## config.mk

```make
export PLATFORM = sky130hd
export DESIGN_NAME = kong_controller
export DESIGN_NICKNAME = d
export VERILOG_FILES = /design/src/rtl/kong_pkg.sv /design/src/rtl/kong_lfsr.sv /design/src/rtl/kong_controller.sv
export SDC_FILE = /design/constraint.sdc
export NUM_CORES = 1
export LEC_CHECK = 0
export ABC_AREA = 1
export CORE_MARGIN = 2
export CORE_UTILIZATION = 35
export DETAILED_ROUTE_END_ITERATION = 8
export GPL_ROUTABILITY_DRIVEN = 0
export HOLD_SLACK_MARGIN = 0.08
export MAX_ROUTING_LAYER = met4
export PLACE_DENSITY_LB_ADDON = 0.08
export SETUP_SLACK_MARGIN = 0.4
export SYNTH_ARGS = -nofsm -noshare
export SYNTH_HDL_FRONTEND = slang
export SYNTH_SLANG_ARGS = --single-unit
```

## constraint.sdc

```tcl
create_clock -name clk -period 2.82 [get_ports clk]
set_clock_uncertainty 0.15 [all_clocks]
set_input_delay 0.705 -clock clk [delete_from_list [all_inputs] [get_ports clk]]
set_output_delay 0.705 -clock clk [all_outputs]
set_load 0.03 [all_outputs]
```

## src/rtl/kong_pkg.sv

```systemverilog
// kong_pkg
//   Encodings and timing constants shared by the Kong game-logic controller and
//   the Kong sprite renderer. It carries the game state values, the throw
//   animation phase values, the phase lengths in frames and the pacing geometry.
package kong_pkg;

  // Game state encoding (1 bit).
  localparam logic [0:0] KONG_INITIAL = 1'b0;
  localparam logic [0:0] KONG_PLAYING = 1'b1;

  // Throw animation phase encoding (2 bits).
  localparam logic [1:0] KONG_NORMAL = 2'b00;
  localparam logic [1:0] KONG_GET    = 2'b01;
  localparam logic [1:0] KONG_HOLD   = 2'b10;
  localparam logic [1:0] KONG_DROP   = 2'b11;

  // Phase lengths in frames.
  localparam int NORMAL_FRAMES = 120;
  localparam int GET_FRAMES    = 20;
  localparam int HOLD_FRAMES   = 30;
  localparam int DROP_FRAMES   = 15;

  // Frame-counter width and the last count of each phase.
  localparam int CNT_W = 8;
  localparam logic [CNT_W-1:0] NORMAL_LAST = CNT_W'(NORMAL_FRAMES - 1);
  localparam logic [CNT_W-1:0] GET_LAST    = CNT_W'(GET_FRAMES - 1);
  localparam logic [CNT_W-1:0] HOLD_LAST   = CNT_W'(HOLD_FRAMES - 1);
  localparam logic [CNT_W-1:0] DROP_LAST   = CNT_W'(DROP_FRAMES - 1);

  // Position geometry (sprite centre).
  localparam int X_INIT = 100;
  localparam int Y_INIT = 80;
  localparam int X_MIN  = 80;
  localparam int X_MAX  = 160;
  localparam int X_STEP = 2;

  // Seed loaded into the random-delay LFSR on reset.
  localparam logic [7:0] LFSR_SEED = 8'hA5;

endpackage

```

## src/rtl/kong_lfsr.sv

```systemverilog
// kong_lfsr
//   8-bit Fibonacci LFSR (taps 8,6,5,4) used to randomise the NORMAL phase
//   length. Built only when KONG_RANDOM_DELAY_EN is defined.
// Ports
//   clk   in  1  system clock
//   rst   in  1  synchronous reset, active-high; loads seed
//   en    in  1  advance one step this cycle
//   seed  in  8  value loaded on reset
//   q     out 8  current LFSR state
`ifdef KONG_RANDOM_DELAY_EN
module kong_lfsr (
  input  logic       clk,
  input  logic       rst,
  input  logic       en,
  input  logic [7:0] seed,
  output logic [7:0] q
);

  logic feedback;

  // Taps 8,6,5,4 map to bits 7,5,4,3; the new bit shifts in at the LSB.
  assign feedback = q[7] ^ q[5] ^ q[4] ^ q[3];

  always_ff @(posedge clk) begin
    if (rst) begin
      q <= seed;
    end else if (en) begin
      q <= {q[6:0], feedback};
    end
  end

endmodule
`endif

```

## src/rtl/kong_controller.sv

```systemverilog
// kong_controller
//   Donkey Kong game-logic FSM. Tracks the game state, runs the four-phase
//   throw animation (NORMAL -> GET -> HOLD -> DROP), paces Kong horizontally
//   during NORMAL and raises a barrel-spawn request at the start of DROP.
//   All outputs are registered and feed the sprite renderer directly.
// Configuration
//   KONG_RANDOM_DELAY_EN: when defined, each NORMAL phase is lengthened by a
//   0..63 frame value latched from an 8-bit LFSR on NORMAL entry. When
//   undefined, NORMAL lasts exactly NORMAL_FRAMES and no LFSR is built.
// Ports
//   clk              in   1   system clock
//   rst              in   1   synchronous reset, active-high
//   start            in   1   level; INITIAL -> PLAYING
//   game_over        in   1   level; return to the reset state (beats start)
//   frame_tick       in   1   one-cycle pulse per video frame
//   barrel_ack       in   1   spawner accepted the barrel
//   state            out  1   KONG_INITIAL / KONG_PLAYING
//   animation_state  out  2   KONG_NORMAL / GET / HOLD / DROP
//   posX             out  10  Kong centre X
//   posY             out  9   Kong centre Y
//   barrel_req       out  1   held high until acknowledged
module kong_controller
  import kong_pkg::*;
(
  input  logic       clk,
  input  logic       rst,
  input  logic       start,
  input  logic       game_over,
  input  logic       frame_tick,
  input  logic       barrel_ack,
  output logic       state,
  output logic [1:0] animation_state,
  output logic [9:0] posX,
  output logic [8:0] posY,
  output logic       barrel_req
);

  localparam logic signed [10:0] X_MIN_S  = signed'(11'(X_MIN));
  localparam logic signed [10:0] X_MAX_S  = signed'(11'(X_MAX));
  localparam logic signed [10:0] X_STEP_S = signed'(11'(X_STEP));

  // Registered state and its next-state values.
  logic             state_q,   state_d;
  logic [1:0]       anim_q,    anim_d;
  logic [CNT_W-1:0] cnt_q,     cnt_d;
  logic [9:0]       pos_x_q,   pos_x_d;
  logic [8:0]       pos_y_q;
  logic             dir_neg_q, dir_neg_d;   // 0 = moving +X, 1 = moving -X
  logic             req_q,     req_d;

  logic             req_clear;
  logic signed [10:0] x_sum;
  logic [CNT_W-1:0] normal_last;

  // An acknowledge only counts while a request is outstanding.
  assign req_clear = req_q & barrel_ack;

  // Pacing sum in 11-bit signed so a step below zero or past 1023 cannot wrap
  // into a value that passes the bounds check.
  assign x_sum = signed'({1'b0, pos_x_q}) + (dir_neg_q ? -X_STEP_S : X_STEP_S);

`ifdef KONG_RANDOM_DELAY_EN
  logic [7:0] lfsr_q;
  logic [5:0] extra_q;
  logic       normal_entry;

  kong_lfsr u_lfsr (
    .clk  (clk),
    .rst  (rst),
    .en   (1'b1),
    .seed (LFSR_SEED),
    .q    (lfsr_q)
  );

  // NORMAL is entered either by starting play or by finishing a DROP.
  assign normal_entry = (state_d == KONG_PLAYING) && (anim_d == KONG_NORMAL) &&
                        ((state_q == KONG_INITIAL) || (anim_q == KONG_DROP));

  always_ff @(posedge clk) begin
    if (rst) begin
      extra_q <= '0;
    end else if (normal_entry) begin
      extra_q <= lfsr_q[5:0];
    end
  end

  assign normal_last = NORMAL_LAST + {2'b00, extra_q};
`else
  assign normal_last = NORMAL_LAST;
`endif

  // NOTE: every signal driven here gets a default at the top of the block, so
  // no path through the case/if tree can leave one unassigned and infer a latch.
  always_comb begin
    state_d   = state_q;
    anim_d    = anim_q;
    cnt_d     = cnt_q;
    pos_x_d   = pos_x_q;
    dir_neg_d = dir_neg_q;
    req_d     = req_q;

    if (game_over) begin
      // Same values as reset; a pending request is dropped and ack ignored.
      state_d   = KONG_INITIAL;
      anim_d    = KONG_NORMAL;
      cnt_d     = '0;
      pos_x_d   = 10'(X_INIT);
      dir_neg_d = 1'b0;
      req_d     = 1'b0;
    end else if (state_q == KONG_INITIAL) begin
      if (start) begin
        state_d = KONG_PLAYING;
        cnt_d   = '0;
      end
    end else begin
      if (req_clear) begin
        req_d = 1'b0;
      end

      if (frame_tick) begin
        case (anim_q)
          KONG_NORMAL: begin
            if (x_sum > X_MAX_S) begin
              pos_x_d   = 10'(X_MAX);
              dir_neg_d = 1'b1;
            end else if (x_sum < X_MIN_S) begin
              pos_x_d   = 10'(X_MIN);
              dir_neg_d = 1'b0;
            end else begin
              pos_x_d = x_sum[9:0];
            end

            if (cnt_q == normal_last) begin
              anim_d = KONG_GET;
              cnt_d  = '0;
            end else begin
              cnt_d = cnt_q + 1'b1;
            end
          end

          KONG_GET: begin
            if (cnt_q == GET_LAST) begin
              anim_d = KONG_HOLD;
              cnt_d  = '0;
            end else begin
              cnt_d = cnt_q + 1'b1;
            end
          end

          KONG_HOLD: begin
            if (cnt_q == HOLD_LAST) begin
              anim_d = KONG_DROP;
              cnt_d  = '0;
              req_d  = 1'b1;
            end else begin
              cnt_d = cnt_q + 1'b1;
            end
          end

          default: begin  // KONG_DROP
            if (cnt_q == DROP_LAST) begin
              // Leave only once the barrel is taken (or is being taken now);
              // otherwise park the counter at its last value.
              if (!req_q || req_clear) begin
                anim_d = KONG_NORMAL;
                cnt_d  = '0;
              end else begin
                cnt_d = DROP_LAST;
              end
            end else begin
              cnt_d = cnt_q + 1'b1;
            end
          end
        endcase
      end
    end
  end

  // NOTE: sequential state uses non-blocking assignments so every register
  // samples the pre-edge values, independent of statement order.
  always_ff @(posedge clk) begin
    if (rst) begin
      state_q   <= KONG_INITIAL;
      anim_q    <= KONG_NORMAL;
      cnt_q     <= '0;
      pos_x_q   <= 10'(X_INIT);
      pos_y_q   <= 9'(Y_INIT);
      dir_neg_q <= 1'b0;
      req_q     <= 1'b0;
    end else begin
      state_q   <= state_d;
      anim_q    <= anim_d;
      cnt_q     <= cnt_d;
      pos_x_q   <= pos_x_d;
      pos_y_q   <= 9'(Y_INIT);
      dir_neg_q <= dir_neg_d;
      req_q     <= req_d;
    end
  end

  assign state           = state_q;
  assign animation_state = anim_q;
  assign posX            = pos_x_q;
  assign posY            = pos_y_q;
  assign barrel_req      = req_q;

endmodule

```

==> summary.txt, run 1 <==
Die Y-Extent - 78.0 um
DR WL met2 - 1.84 mm
Arrival time worst endpoint - 1.49 ns
Switching pwr - 0.154 mW
Die W - 78.0 um
Initial antenna violation count - 0
Starting Density - 0.368
DRC Markers - 0
Worst path max stage delay - 0.73 ns
Clock power share - 0.337
Clk sinks - 22
Critical path class - flip-flop to primary output
Lkg Pwr - 1.05 nW
Sequential power share - 0.542
Setup TNS - 0 ns
Fin. max-slew vios - 0
RSZ-0062 raised after global routing - yes
DIE AREA - 0.00608 mm^2
TritonCTS buffer count - 3
Total I/O pin count - 29
Final #Nets - 350
Ratio of cells with drive above 1 in the final layout - 0.101
Yosys warns - 0
Status - finished, final reports clean
Clk slew on worst S/H paths - 0.08 ns
Max Clk Rate - 0.426 GHz
Largest net degree at the start of global routing - 13
Hold Vio Cnt, Final - 0
CTS Buffer Depth - 2
DR WL met3 - 135 um
Routed Antenna Nets - 0
CP Data Required Time - 1.97 ns
Initial DRC count - 119
DR vias/cell - 4.69
Reg area - 444 um^2
Area growth syn-to-layout - 15.6%
CTS Root Cell - clkbuf_8
First-pass GRT wire length - 7.80 mm
Cell family with most CP delay - buffers and inverters
Worst slew pin tran - 0.491 ns
# diodes - 0
Switching part of the total - 0.265
DRT Pass-1 Iters - 5
Num rows - 26
Combinational Power Share - 0.122
CP Capture Type - primary output
#FFs+latches synth - 22
Max Cap Viol - 0
FILL cells - 610
Synth Instances - 304
Number of buffers and inverters on the critical path - 1
Power per Cell Area - 263 mW/mm^2
Mean Syn Cell Area - 6.30 um^2
WL final - 4.63 mm
Sequential area share after synthesis - 0.230
CTS HTree Levels - 1
Slew Limit Headroom - 0.669
Final period util - 0.832
Cell variety after synth - 31
Placed wire-length estimate - 3.71 mm
VDD IR max - 0.000255 V
Crit-path slowest cell - clkdlybuf4s50_1
CP Max Fanout - 5
Int Power - 0.429 mW
Metal-1 WL - 2.64 mm
Placed cells - 393
Critical Path, Cell by Cell - clkdlybuf4s50_1
Top routing layer used - met4
Total number of vias - 1856
CTS tree - yes
Endpoints failing setup - 0
Cts hold-fix bufs - 0
Core area - 0.00520 mm^2
Setup crit start kind - flip-flop
Vias in the first global route - 1645
Most frequent cells in the layout - nand2_1 (87), inv_1 (44), nor2_1 (27)
Global route overflow - 0
Most common cell after layout, fill and taps aside - nand2_1
Synthesized area - 0.00191 mm^2
HP Class - flip-flop to flip-flop
Finished Layout Cells - 396
GRT Util Overall - 0.162
Clock Latency Late Sink - 0.26 ns
IO buf count - 18
Period minus WS final - 2.34 ns
Wirelength per Cell - 11.7 um
Multi-input gate area - 0.00126 mm^2
-- layout make-up --
| type | count | share of cell area |
|---|---|---|
| clock buffer | 3 | 0.0187 |
| timing repair buffer | 22 | 0.0950 |
| multi-input combinational | 234 | 0.570 |
| tap | 70 | 0.0396 |
| sequential | 22 | 0.201 |
| inverter | 45 | 0.0763 |
-- cells in the mapped netlist, drive strengths merged --
cell / instances / area, um^2
a21oi: 23 / 126
a221oi: 1 / 8.76
buf: 10 / 75.1
clkbuf: 1 / 3.75
conb: 2 / 7.51
dfxtp: 22 / 440
fa: 1 / 20.0
ha: 15 / 188
inv: 45 / 169
nand2: 97 / 394
nand3: 28 / 155
nand3b: 5 / 37.5
nand4: 3 / 18.8
nor2: 29 / 114
nor3: 3 / 20.0
nor4: 1 / 6.26
o211ai: 1 / 12.5
o21ai: 11 / 66.3
o21bai: 1 / 7.51
or2: 1 / 8.76
xnor2: 1 / 8.76
xor2: 3 / 26.3
-- worst paths after layout --
| kind | start | endpoint | slack, ns | cells past startpoint |
|---|---|---|---|---|
| worst max-delay path | posX[1] | posX[1] | 0.48 | 1 |
| worst min register to register | posX[9] | posX[9] | 0.32 | 2 |
| worst max register to register | dir_neg_q | dir_neg_q | 0.60 | 13 |
| worst min-delay path | posX[9] | posX[9] | 0.32 | 2 |
-- sequential cells by signal (all words and copies together) (netlist names) --
name,flops
dir_neg_q,1
cnt_q,8
posX,9
barrel_req,1
state,1
animation_state,2
-- cells by family after synthesis --
group           after synthesis  share of synthesized area
simple gates                167                      0.394
buf+inv                      56                      0.129
compound gates               37                      0.116
flops                        22                      0.230
fa+ha+maj                    16                      0.108
xor+xnor                      4                     0.0183
other cells                   2                    0.00392
-- per-layer routing --
| layer | vias to the layer above | global-route usage |
|---|---|---|
| li1 | 993 | - |
| met1 | 828 | 0.245 |
| met2 | 33 | 0.231 |
| met3 | 2 | 0.0256 |
| met4 | 0 | 0.0211 |
| met5 | - | - |
-- stage by stage --
| stage | hold slack (ns) | setup slack (ns) | utilization | instance area, um^2 | total power, mW |
|---|---|---|---|---|---|
| 6_report | 0.319 | 0.475 | 0.425 | 2210 | 0.583 |
| 5_1_grt | 0.361 | 0.397 | 0.425 | 2210 | 0.610 |
| 3_5_place_dp | 0.314 | 0.370 | 0.416 | 2160 | 0.394 |
| 3_3_place_gp | 0.309 | 0.415 | 0.416 | 2160 | 0.395 |
| 2_1_floorplan | 0.321 | 0.691 | - | 1940 | 0.383 |
| 4_1_cts | 0.326 | 0.468 | 0.424 | 2210 | 0.591 |
-- power groups by stage --
| stage | Combinational [mW] | Sequential [mW] | Clock [mW] |
|---|---|---|---|
| finish | 0.0709 | 0.316 | 0.196 |
| global placement | 0.0706 | 0.324 | 0 |
| detailed placement | 0.0702 | 0.324 | 0 |
| floorplan | 0.0551 | 0.328 | 0 |
| global route | 0.0776 | 0.317 | 0.216 |
| CTS | 0.0703 | 0.317 | 0.204 |
-- repair_timing --
item,CTS,global route
gates resized for setup,1,3
endpoints found under the setup margin,3,5
pin swaps,0,0
setup buffers,0,0
(Power assumes the default switching activity.)
==> inputs of run 2 (changes only) <==
==> constraint.sdc (replaced) <==
create_clock -name clk -period 2.21 [get_ports clk]
set_clock_uncertainty 0.15 [all_clocks]
set_input_delay 0.5525 -clock clk [delete_from_list [all_inputs] [get_ports clk]]
set_output_delay 0.5525 -clock clk [all_outputs]
set_load 0.03 [all_outputs]
==> summary.txt, run 2 (synthesis results as in run 1) <==
Multi-input gate area - 0.00152 mm^2
Ratio of cells with drive above 1 in the final layout - 0.305
Lkg Pwr - 1.15 nW
Setup crit start kind - flip-flop
CP Max Fanout - 5
Cts hold-fix bufs - 0
CP Capture Type - flip-flop
Endpoints failing setup - 0
Setup TNS - 0 ns
Most frequent cells in the layout - nand2_1 (71), inv_1 (39), nand2_2 (22)
CTS HTree Levels - 1
Vias in the first global route - 1668
Placed wire-length estimate - 3.53 mm
Routed Antenna Nets - 0
Final #Nets - 357
Max reg flops - 9
Wirelength per Cell - 11.5 um
Period minus WS final - 2.15 ns
Reg area - 467 um^2
CP Data Required Time - 2.25 ns
Fin. max-slew vios - 0
Die W - 78.0 um
Post-place setup slack - -0.110 ns
Met1 Use GR - 0.236
Max Clk Rate - 0.465 GHz
Core area - 0.00520 mm^2
DRT Pass-1 Iters - 5
DRC Markers - 0
HP Class - flip-flop to flip-flop
Grt met2 use - 0.232
Largest net degree at the start of global routing - 13
Die Y-Extent - 78.0 um
Max Cap Viol - 0
Clk sinks - 22
WL final - 4.63 mm
Hold Vio Cnt, Final - 0
CTS tree - yes
# diodes - 0
Status - finished, final reports clean
TritonCTS buffer count - 3
CTS Buffer Depth - 2
FILL cells - 561
GRT Util Overall - 0.159
Clk slew on worst S/H paths - 0.08 ns
Num rows - 26
Global route overflow - 0
Hold WS - 0.319 ns
Initial antenna violation count - 0
Final period util - 0.973
Global routing's busiest layer - met1
CTS Root Cell - clkbuf_8
First-pass GRT wire length - 7.71 mm
RSZ-0062 raised after global routing - yes
GR Util met3 - 0.0326
Most common cell after layout, fill and taps aside - nand2_1
IO buf count - 18
Clock Latency Late Sink - 0.26 ns
Power per Cell Area - 297 mW/mm^2
Total power - 0.756 mW
DIE AREA - 0.00608 mm^2
Area growth syn-to-layout - 32.9%
Total I/O pin count - 29
Critical path class - flip-flop to flip-flop
VDD IR max - 0.000231 V
Arrival time worst endpoint - 2.19 ns
Total number of vias - 1870
Initial DRC count - 83
DR vias/cell - 4.63
Setup ws final - 0.0587 ns
Starting Density - 0.368
## run 2: metrics by stage
step	area, um^2	cells	util
3_3_place_gp	2220	394	0.426
4_1_cts	2330	401	0.448
5_1_grt	2540	404	0.489
6_report	2540	404	0.489
3_5_place_dp	2220	394	0.426
2_1_floorplan	1990	312	-
## run 2: per-layer routing
metal  up-vias  share of wire  routed length (um)
met5         -              0                   0
li1       1008              -                   -
met2        33           0.42                1930
met1       827           0.55                2530
met4         0         0.0022                  10
met3         2          0.034                 157
## run 2: where the power goes
part / leakage [nW] / switching [mW] / total (mW) / internal (mW)
clock: 0.0231 / 0.132 / 0.256 / 0.124
combinational: 0.939 / 0.0673 / 0.0972 / 0.0299
sequential: 0.184 / 0.00583 / 0.403 / 0.398
total: 1.15 / 0.205 / 0.756 / 0.552
## run 2: critical path, stage by stage (launching register included)
cell      delay [ns]
dfxtp_4         0.38
buf_8           0.15
fa_2            0.36
nand2_2         0.10
nand2_4         0.07
nand3b_1        0.11
nand3b_1        0.10
nand2_2         0.11
nand2_2         0.07
o21ai_4         0.15
nand2_4         0.09
nand2_2         0.08
nand2_2         0.05
a21oi_2         0.11
## run 2: cell type report
class | count | share of cell area
multi-input combinational | 234 | 0.598
sequential | 22 | 0.183
timing repair buffer | 29 | 0.100
inverter | 45 | 0.0664
tap | 70 | 0.0344
clock buffer | 3 | 0.0162
clock inverter | 1 | 0.00148
## run 2: what timing repair did
item	in CTS	in global routing
pin swaps	10	18
gates resized for setup	29	61
buffers inserted	3	3
setup endpoints to repair	29	21
gates cloned	0	0
## run 2: worst paths after layout
check	start	end	slack, ns	cells after the start
min	posX[9]	posX[9]	0.32	2
max reg2reg	dir_neg_q	posX[4]	0.06	13
max	dir_neg_q	posX[4]	0.06	13
min reg2reg	posX[9]	posX[9]	0.32	2
